<file path="src/rtl/core_pkg.sv">
// Shared core definitions: hazard controller state encoding, register
// specifier width and the EX-slot record reused by the pipeline latches.
package core_pkg;

  localparam int CORE_REGW = 4;

  typedef enum logic [1:0] {
    ST_RUN     = 2'd0,
    ST_LDSTALL = 2'd1,
    ST_MULBUSY = 2'd2
  } hz_state_e;

  typedef struct packed {
    logic                 v;
    logic [CORE_REGW-1:0] rd;
    logic                 load;
    logic                 wr;
  } ex_slot_t;

endpackage

</file>
<file path="src/rtl/hazard_cmp.sv">
// Operand match of the decode rn/rm specifiers against the EX destination,
// qualified by whether each operand is actually read.
module hazard_cmp #(
  parameter int REGW = 4
) (
  input  logic [REGW-1:0] ex_rd,
  input  logic [REGW-1:0] id_rn,
  input  logic [REGW-1:0] id_rm,
  input  logic            use_rn,
  input  logic            use_rm,
  output logic            match
);

  assign match = (use_rn && (id_rn == ex_rd)) || (use_rm && (id_rm == ex_rd));

endmodule

</file>
<file path="src/rtl/pipeline_hazard_ctrl.sv">
// ID/EX hazard controller: load-use interlock, multi-cycle multiply occupancy
// and taken-branch squash, plus a saturating hazard statistics counter.
module pipeline_hazard_ctrl
  import core_pkg::*;
#(
  parameter int REGW       = CORE_REGW,
  parameter int MUL_CYCLES = 4,
  parameter int CNTW       = 16
) (
  input  logic            clk,
  input  logic            reset,
  input  logic            id_valid,
  input  logic [REGW-1:0] id_rd,
  input  logic [REGW-1:0] id_rn,
  input  logic [REGW-1:0] id_rm,
  input  logic            id_uses_rn,
  input  logic            id_uses_rm,
  input  logic            id_writes_rd,
  input  logic            id_is_load,
  input  logic            id_is_mul,
  input  logic            ex_br_taken,
  output logic            stall_if,
  output logic            stall_id,
  output logic            bubble_ex,
  output logic            flush_if,
  output logic            ex_busy,
  output logic [CNTW-1:0] hazard_cnt
);

  localparam int MCW = (MUL_CYCLES > 2) ? $clog2(MUL_CYCLES) : 1;

  hz_state_e       state_r, state_nx;
  ex_slot_t        ex_r;
  logic [MCW-1:0]  mul_cnt_r;
  logic            rd_match_s;
  logic            load_use_s;
  logic            advance_s;

  hazard_cmp #(.REGW(REGW)) u_cmp (
    .ex_rd  (ex_r.rd),
    .id_rn  (id_rn),
    .id_rm  (id_rm),
    .use_rn (id_uses_rn),
    .use_rm (id_uses_rm),
    .match  (rd_match_s)
  );

  assign load_use_s = ex_r.v && ex_r.load && ex_r.wr && id_valid && rd_match_s;

  // Control outputs and next state, in priority order branch > mul > load-use.
  always_comb begin
    stall_if  = 1'b0;
    stall_id  = 1'b0;
    bubble_ex = 1'b0;
    flush_if  = 1'b0;
    ex_busy   = 1'b0;
    advance_s = 1'b0;
    state_nx  = ST_RUN;
    if (ex_br_taken) begin
      flush_if  = 1'b1;
      bubble_ex = 1'b1;
      state_nx  = ST_RUN;
    end else if (state_r == ST_MULBUSY) begin
      ex_busy  = 1'b1;
      stall_if = 1'b1;
      stall_id = 1'b1;
      state_nx = (mul_cnt_r <= MCW'(1)) ? ST_RUN : ST_MULBUSY;
    end else if ((state_r == ST_RUN) && load_use_s) begin
      stall_if  = 1'b1;
      stall_id  = 1'b1;
      bubble_ex = 1'b1;
      state_nx  = ST_LDSTALL;
    end else begin
      // Only a multiply issued from RUN claims EX for the extra cycles.
      advance_s = 1'b1;
      state_nx  = ((state_r == ST_RUN) && id_valid && id_is_mul) ? ST_MULBUSY : ST_RUN;
    end
  end

  // State, EX slot, multiply countdown and hazard statistics.
  always_ff @(posedge clk) begin
    if (reset) begin
      state_r    <= ST_RUN;
      ex_r       <= '0;
      mul_cnt_r  <= '0;
      hazard_cnt <= '0;
    end else begin
      state_r <= state_nx;
      if (advance_s) begin
        ex_r.v    <= id_valid;
        ex_r.rd   <= id_rd;
        ex_r.load <= id_is_load;
        ex_r.wr   <= id_writes_rd;
      end else begin
        ex_r.v <= 1'b0;
      end
      if (advance_s && (state_nx == ST_MULBUSY)) begin
        mul_cnt_r <= MCW'(MUL_CYCLES - 1);
      end else if ((state_r == ST_MULBUSY) && !ex_br_taken) begin
        mul_cnt_r <= mul_cnt_r - MCW'(1);
      end else begin
        mul_cnt_r <= '0;
      end
      if ((stall_id || flush_if) && (hazard_cnt != {CNTW{1'b1}})) begin
        hazard_cnt <= hazard_cnt + CNTW'(1);
      end else begin
        hazard_cnt <= hazard_cnt;
      end
    end
  end

endmodule

</file>
<file path="config.mk">
export PLATFORM = sky130hd
export DESIGN_NAME = pipeline_hazard_ctrl
export DESIGN_NICKNAME = d
export VERILOG_FILES = /design/src/rtl/core_pkg.sv /design/src/rtl/hazard_cmp.sv /design/src/rtl/pipeline_hazard_ctrl.sv
export SDC_FILE = /design/constraint.sdc
export NUM_CORES = 1
export LEC_CHECK = 0
export BUFFER_PORTS_ARGS = -buffer_cell sky130_fd_sc_hd__buf_2
export CORE_ASPECT_RATIO = 1.2
export CORE_MARGIN = 8
export CORE_UTILIZATION = 54
export DETAILED_ROUTE_END_ITERATION = 7
export GPL_TIMING_DRIVEN = 0
export PLACE_DENSITY_LB_ADDON = 0.3
export SYNTH_ARGS = -nofsm -noshare
export SYNTH_HDL_FRONTEND = slang
export SYNTH_SLANG_ARGS = --single-unit
</file>
<file path="constraint.sdc">
create_clock -name clk -period 3 [get_ports clk]
set_clock_uncertainty 0.1 [all_clocks]
set_input_delay 0.15 -clock clk [delete_from_list [all_inputs] [get_ports clk]]
set_output_delay 0.15 -clock clk [all_outputs]
set_load 0.03 [all_outputs]
</file>
======== After elaboration in Yosys (flattened, before gate mapping) ========
Cells that the tools add are included.
word-level totals
  flip-flop bits (word level) ............. 27
  bits of input ports ..................... 21
  output and inout bits ................... 21
  word-level logic and storage cells ...... 51
cells by class
  add/subtract/negate cells ............... 2
  $lt $le $gt $ge ......................... 1
  equality and inequality tests ........... 5
  multiplexer cells ....................... 18
  bitwise operators ....................... 1
  reductions and logical operators ........ 17
operators by type and width
  kind                                                  count
  adder 16 x 1 -> 16 bit (second input constant)        1
  inequality test 16 bit (second input constant)        1
  2-to-1 mux 2 bit                                      7
  logical AND 1 bit                                     12
  2-to-1 mux 1 bit                                      11
  equality test 4 bit                                   2
  equality test 2 bit (second input constant)           2
  <= comparator 2 x 1 -> 1 bit (second input constant)  1
  zero test 2 bit                                       1
  logical OR 1 bit                                      2
  OR reduction 2 bit                                    1
  subtractor 2 x 1 -> 2 bit (second input constant)     1
  zero test 1 bit                                       1
  inverter 1 bit                                        1

======== Longest topological paths before layout ========
  depth in word-level cells ............... 11
  gate-level depth with buffers ........... 7
  mapped depth without buffers ............ 7

======== By module ========
A second synthesis with hierarchy kept.
unflattened totals
  cell total of the unflattened synthesis .. 160
  area total of the unflattened synthesis .. 1428.9 µm²
modules (own cells, without submodules)
  module                instances  cells an instance  area each (µm²)  sequential area each (µm²)
  pipeline_hazard_ctrl  1          145                1330.0           540.5
  hazard_cmp            1          15                 98.8             0.0

======== Least setup slack after synthesis ========
Ideal clock, no wire load.
  path type ............................... register to register
  start ................................... register hazard_cnt[0]
  end ..................................... register hazard_cnt[12]
  library setup time ...................... 70 ps
  data arrival time ....................... 1815 ps
  required time ........................... 2830 ps
  path slack .............................. 1014 ps
  cell stages (with the launch flop) ...... 7
  buffers on the path ..................... 0
  period minus slack after synthesis ...... 1986 ps
  cells stage by stage .................... dfxtp_1 ha_1 nand3_1 nor2_1 o21ai_0 or3_1 a21oi_1
between the ends
  cells in the longest elaborated chain, start to end .. 2
  elaborated cells between the ends (all ways) .. 3
  those cells by class .................... add/sub (1); eq/ne (1); reduce/logical (1)
RTL lines
  element                                                         RTL line                     text
  from (decl)                                                     pipeline_hazard_ctrl.sv:27   output logic [CNTW-1:0] hazard_cnt
  from (signal assigned)                                          pipeline_hazard_ctrl.sv:105  hazard_cnt <= hazard_cnt + CNTW'(1);
  from (signal assigned)                                          pipeline_hazard_ctrl.sv:107  hazard_cnt <= hazard_cnt;
  branches (longest 2 deep; another with adder 16 x 1 -> 16 bit)  -
Several ways; the timed one is not identified.
A chain may end at the register's enable or synchronous reset.

======== Worst setup path in the final report ========
  start ................................... input port id_valid
  end ..................................... output port bubble_ex
between the ends
  cells in the longest elaborated chain, start to end .. 6
RTL lines
  element                         RTL line                    text
  from (decl)                     pipeline_hazard_ctrl.sv:12  input logic id_valid,
  logical AND 1 bit (2 in a row)  pipeline_hazard_ctrl.sv:48  assign load_use_s = ex_r.v && ex_r.load && ex_r.wr && id_valid && rd_match_s;
  logical AND 1 bit               pipeline_hazard_ctrl.sv:68  end else if ((state_r == ST_RUN) && load_use_s) begin
  2-to-1 mux 1 bit                pipeline_hazard_ctrl.sv:68
  2-to-1 mux 1 bit                pipeline_hazard_ctrl.sv:63  end else if (state_r == ST_MULBUSY) begin
  2-to-1 mux 1 bit                pipeline_hazard_ctrl.sv:59  if (ex_br_taken) begin
  to (decl)                       pipeline_hazard_ctrl.sv:24  output logic bubble_ex,
Every way passes these cells.

==> run_summary.xml <==
<?xml version="1.0" encoding="UTF-8"?>
<metrics>
  <group name="run_status">
    <metric name="run_status" unit="">finished, final reports clean</metric>
  </group>
  <group name="yosys">
    <metric name="synth.yosys.warnings" unit="">0</metric>
    <metric name="post_synth.cell_area_avg" unit="um^2">8.26</metric>
    <metric name="postSynthRegisterBits" unit="">27</metric>
    <metric name="synth_nets" unit="">190</metric>
    <metric name="synth-seq-area-share" unit="">0.392</metric>
    <metric name="unique_cell_type_count_in_the_yosys_netlist" unit="">35</metric>
    <metric name="synthesis.area" unit="um^2">1380</metric>
    <metric name="synthFlopType" unit="">sky130_fd_sc_hd__dfxtp_1</metric>
    <metric name="syn_inst" unit="">167</metric>
    <metric name="number_of_enable_type_register_cells_in_the_synthesized_netlist" unit="">0</metric>
    <metric name="synthArstFlopShare" unit="">0</metric>
  </group>
  <group name="clock_network">
    <metric name="cts_tree" unit="">built</metric>
    <metric name="cts_htree_levels" unit="">1</metric>
    <metric name="numClockSinks" unit="">27</metric>
    <metric name="post_cts_resized" unit="">0</metric>
    <metric name="clk_latency" unit="ps">340</metric>
    <metric name="cts.clk_slew.worst_paths" unit="ps">150</metric>
    <metric name="cts_root_buffer" unit="">sky130_fd_sc_hd__clkbuf_4</metric>
    <metric name="cts-buffers-inserted" unit="">3</metric>
    <metric name="post_cts_buffers" unit="">0</metric>
    <metric name="clk_path_buf_depth" unit="">2</metric>
  </group>
  <group name="finish">
    <metric name="area_delta_synth_final" unit="%">25.3</metric>
    <metric name="fin_nets" unit="">243</metric>
    <metric name="post_route_cells_drive_above_1_share" unit="">0.233</metric>
    <metric name="antennaDiodeCount" unit="">0</metric>
  </group>
  <group name="critical_path">
    <metric name="r2r_cells" unit="">6</metric>
    <metric name="worst-path-max-fanout" unit="">10</metric>
    <metric name="data_required_time_of_the_critical_path" unit="ps">2750</metric>
    <metric name="ff2ff_setup_slack" unit="ps">960</metric>
    <metric name="setup_crit_start_kind" unit="">primary input</metric>
    <metric name="cp-end-kind" unit="">output pin</metric>
    <metric name="cp_data_arrival_time" unit="ps">2040</metric>
    <metric name="path_class" unit="">in -&gt; out</metric>
  </group>
  <group name="die">
    <metric name="initial_core_util" unit="">0.557</metric>
    <metric name="core-area" unit="um^2">2480</metric>
    <metric name="dieArea" unit="um^2">4440</metric>
    <metric name="chipWidth" unit="um">62.2</metric>
    <metric name="ios" unit="">42</metric>
    <metric name="die_h" unit="um">71.4</metric>
    <metric name="rows" unit="">20</metric>
  </group>
  <group name="timing">
    <metric name="rsz_0062_raised_after_global_routing" unit="">false</metric>
    <metric name="period_share" unit="">0.764</metric>
    <metric name="report.final.slew_viol_count" unit="">0</metric>
    <metric name="finalHoldWorstSlack" unit="ps">24.4</metric>
    <metric name="max-slew-margin-rel" unit="">0.651</metric>
    <metric name="maxClockFrequency" unit="GHz">0.436</metric>
    <metric name="worst_slew_pin_slew" unit="ps">524</metric>
    <metric name="total_negative_slack_for_setup_checks" unit="ps">0</metric>
    <metric name="finalSetupViolCount" unit="">0</metric>
    <metric name="period_minus_slack" unit="ps">2290</metric>
    <metric name="final-hold-violation-count" unit="">0</metric>
  </group>
  <group name="grt">
    <metric name="initial_antenna_violation_count" unit="">0</metric>
    <metric name="grt.total_usage" unit="">0.162</metric>
    <metric name="first_global_vias" unit="">1390</metric>
    <metric name="global_route.overflow_total" unit="">0</metric>
    <metric name="maximum_number_of_pins_on_one_net_before_global_route_repair" unit="">16</metric>
    <metric name="grt_pass1_wl" unit="um">6080</metric>
  </group>
  <group name="pwr">
    <metric name="power.leakage" unit="uW">0.000712</metric>
    <metric name="peakVddDrop" unit="mV">0.327</metric>
    <metric name="pwr_density_cell" unit="nW/um^2">370</metric>
  </group>
  <group name="detailed_routing">
    <metric name="route.detailed.wl_per_inst" unit="um">14.6</metric>
    <metric name="num_vias" unit="">1430</metric>
    <metric name="detail_route.first_pass.iterations" unit="">4</metric>
    <metric name="totalWireLength" unit="um">3680</metric>
    <metric name="drc_errors" unit="">0</metric>
    <metric name="ant_nets" unit="">0</metric>
    <metric name="avgViaCountPerCell" unit="">5.67</metric>
    <metric name="first_iter_violations" unit="">50</metric>
  </group>
  <group name="worst_hold_path">
    <metric name="timing.hold.worst.class" unit="">in -&gt; reg</metric>
    <metric name="hold_depth" unit="">3</metric>
  </group>
  <group name="placement">
    <metric name="final_weighted_congestion_of_routability_driven_global_placement" unit="">0.852</metric>
    <metric name="detailedPlacementHpwl" unit="um">2770</metric>
    <metric name="io_buffers" unit="">40</metric>
  </group>
  <group name="flow_run">
    <metric name="max_capacitance_violation_count" unit="">0</metric>
  </group>
</metrics>
layout by cell type, fill, tap and decap left out, types with 2 or more instances in the layout:
cell | Yosys | layout
sky130_fd_sc_hd__buf_2 | 1 | 41
sky130_fd_sc_hd__dfxtp_1 | 27 | 27
sky130_fd_sc_hd__a21oi_1 | 19 | 19
sky130_fd_sc_hd__o21ai_0 | 18 | 18
sky130_fd_sc_hd__nand2_1 | 17 | 17
sky130_fd_sc_hd__nor2_1 | 11 | 11
sky130_fd_sc_hd__xnor2_1 | 8 | 8
sky130_fd_sc_hd__nand3_1 | 8 | 8
sky130_fd_sc_hd__or3_1 | 8 | 8
sky130_fd_sc_hd__dlygate4sd3_1 | 0 | 8
sky130_fd_sc_hd__inv_1 | 6 | 6
sky130_fd_sc_hd__and3_1 | 4 | 4
sky130_fd_sc_hd__nand4_1 | 4 | 4
sky130_fd_sc_hd__xor2_1 | 4 | 4
sky130_fd_sc_hd__clkbuf_1 | 3 | 3
sky130_fd_sc_hd__clkbuf_4 | 0 | 3
sky130_fd_sc_hd__and4_1 | 2 | 2
sky130_fd_sc_hd__mux2i_1 | 2 | 2
sky130_fd_sc_hd__o2111ai_1 | 2 | 2
sky130_fd_sc_hd__nor3_1 | 2 | 2
sky130_fd_sc_hd__o31ai_1 | 2 | 2
sky130_fd_sc_hd__or4_1 | 2 | 2
sky130_fd_sc_hd__ha_1 | 2 | 2
sky130_fd_sc_hd__buf_4 | 2 | 2
kinds of logic after synthesis:
family | share of synthesized area
buf+inv | 0.0417
flops | 0.392
mux | 0.0145
simple gates | 0.255
compound gates | 0.203
fa+ha+maj | 0.0181
xor+xnor | 0.0762
layer usage:
metal | GRT usage | up-vias | wire (um)
met4 | 0.0649 | 0 | 57
met5 | 0 | - | 0
met3 | 0.0390 | 7 | 256
met1 | 0.169 | 665 | 1550
li1 | - | 702 | -
met2 | 0.301 | 56 | 1820
area by class of cell:
| cell class | instances | area (um^2) |
|---|---|---|
| Buffer | 7 | 35.0 |
| Timing Repair Buffer | 48 | 280 |
| Tap cell | 33 | 41.3 |
| Fill cell | 220 | 748 |
| Clock buffer | 3 | 22.5 |
| Sequential cell | 27 | 541 |
| Inverter | 6 | 22.5 |
| Clock inverter | 1 | 5.00 |
| Multi-Input combinational cell | 127 | 782 |
metrics by stage:
| stage | worst slack (ps) | instances | util | power [uW] | area [um^2] |
|---|---|---|---|---|---|
| final | 708 | 252 | 0.698 | 640 | 1730 |
| after global routing | 570 | 252 | 0.698 | 664 | 1730 |
| after CTS | 715 | 252 | 0.698 | 642 | 1730 |
| after detailed placement | 999 | 240 | 0.655 | 477 | 1620 |
| after global placement | 1070 | 240 | 0.655 | 471 | 1620 |
| after floorplan | 1010 | 167 | - | 442 | 1380 |
worst paths after layout:
kind | from | endpoint
max | id_valid | bubble_ex
min reg2reg | ex_r[1]$_SDFFE_PP0P_ | ex_r[1]$_SDFFE_PP0P_
min | id_is_mul | state_r[1]$_SDFF_PP0_
max reg2reg | hazard_cnt[0]$_SDFFE_PP0P_ | hazard_cnt[12]$_SDFFE_PP0P_
critical path, cell delays in order:
cell,delay (ps)
sky130_fd_sc_hd__dlygate4sd3_1,520
sky130_fd_sc_hd__buf_2,110
sky130_fd_sc_hd__nor3b_4,250
sky130_fd_sc_hd__nand4_1,190
sky130_fd_sc_hd__o22ai_4,250
sky130_fd_sc_hd__buf_2,250
sky130_fd_sc_hd__nor2_1,80
sky130_fd_sc_hd__inv_1,50
sky130_fd_sc_hd__buf_2,180
synth_stat cells, drive strengths merged (2+ instances only):
cell / count / area (um^2)
nand2: 17 / 63.8
xor2: 4 / 35.0
nor2: 11 / 41.3
mux2i: 2 / 20.0
and4: 2 / 17.5
buf: 4 / 23.8
inv: 6 / 22.5
o31ai: 2 / 15.0
dfxtp: 27 / 541
or3: 8 / 50.1
clkbuf: 3 / 11.3
and3: 4 / 25.0
nand4: 5 / 37.5
or4: 2 / 15.0
nor3: 2 / 10.0
nand3: 8 / 40.0
xnor2: 8 / 70.1
a21oi: 19 / 95.1
ha: 2 / 25.0
o2111ai: 2 / 17.5
o21ai: 19 / 106
registers in the layout, indices dropped and copies added, names as in the netlist:
| signal | count |
|---|---|
| hazard_cnt | 16 |
| state_r | 2 |
| ex_r | 7 |
| mul_cnt_r | 2 |
what timing repair did:
action                                  CTS  global route
endpoints found under the setup margin    0             0
hold endpoints to repair                  8             0
hold buffers                              8             0
where the power goes:
part           internal (uW)  switching, uW
logic                   43.3           56.4
registers                369           8.73
clock network           50.2            113
Power figures use the tool's default switching activity.
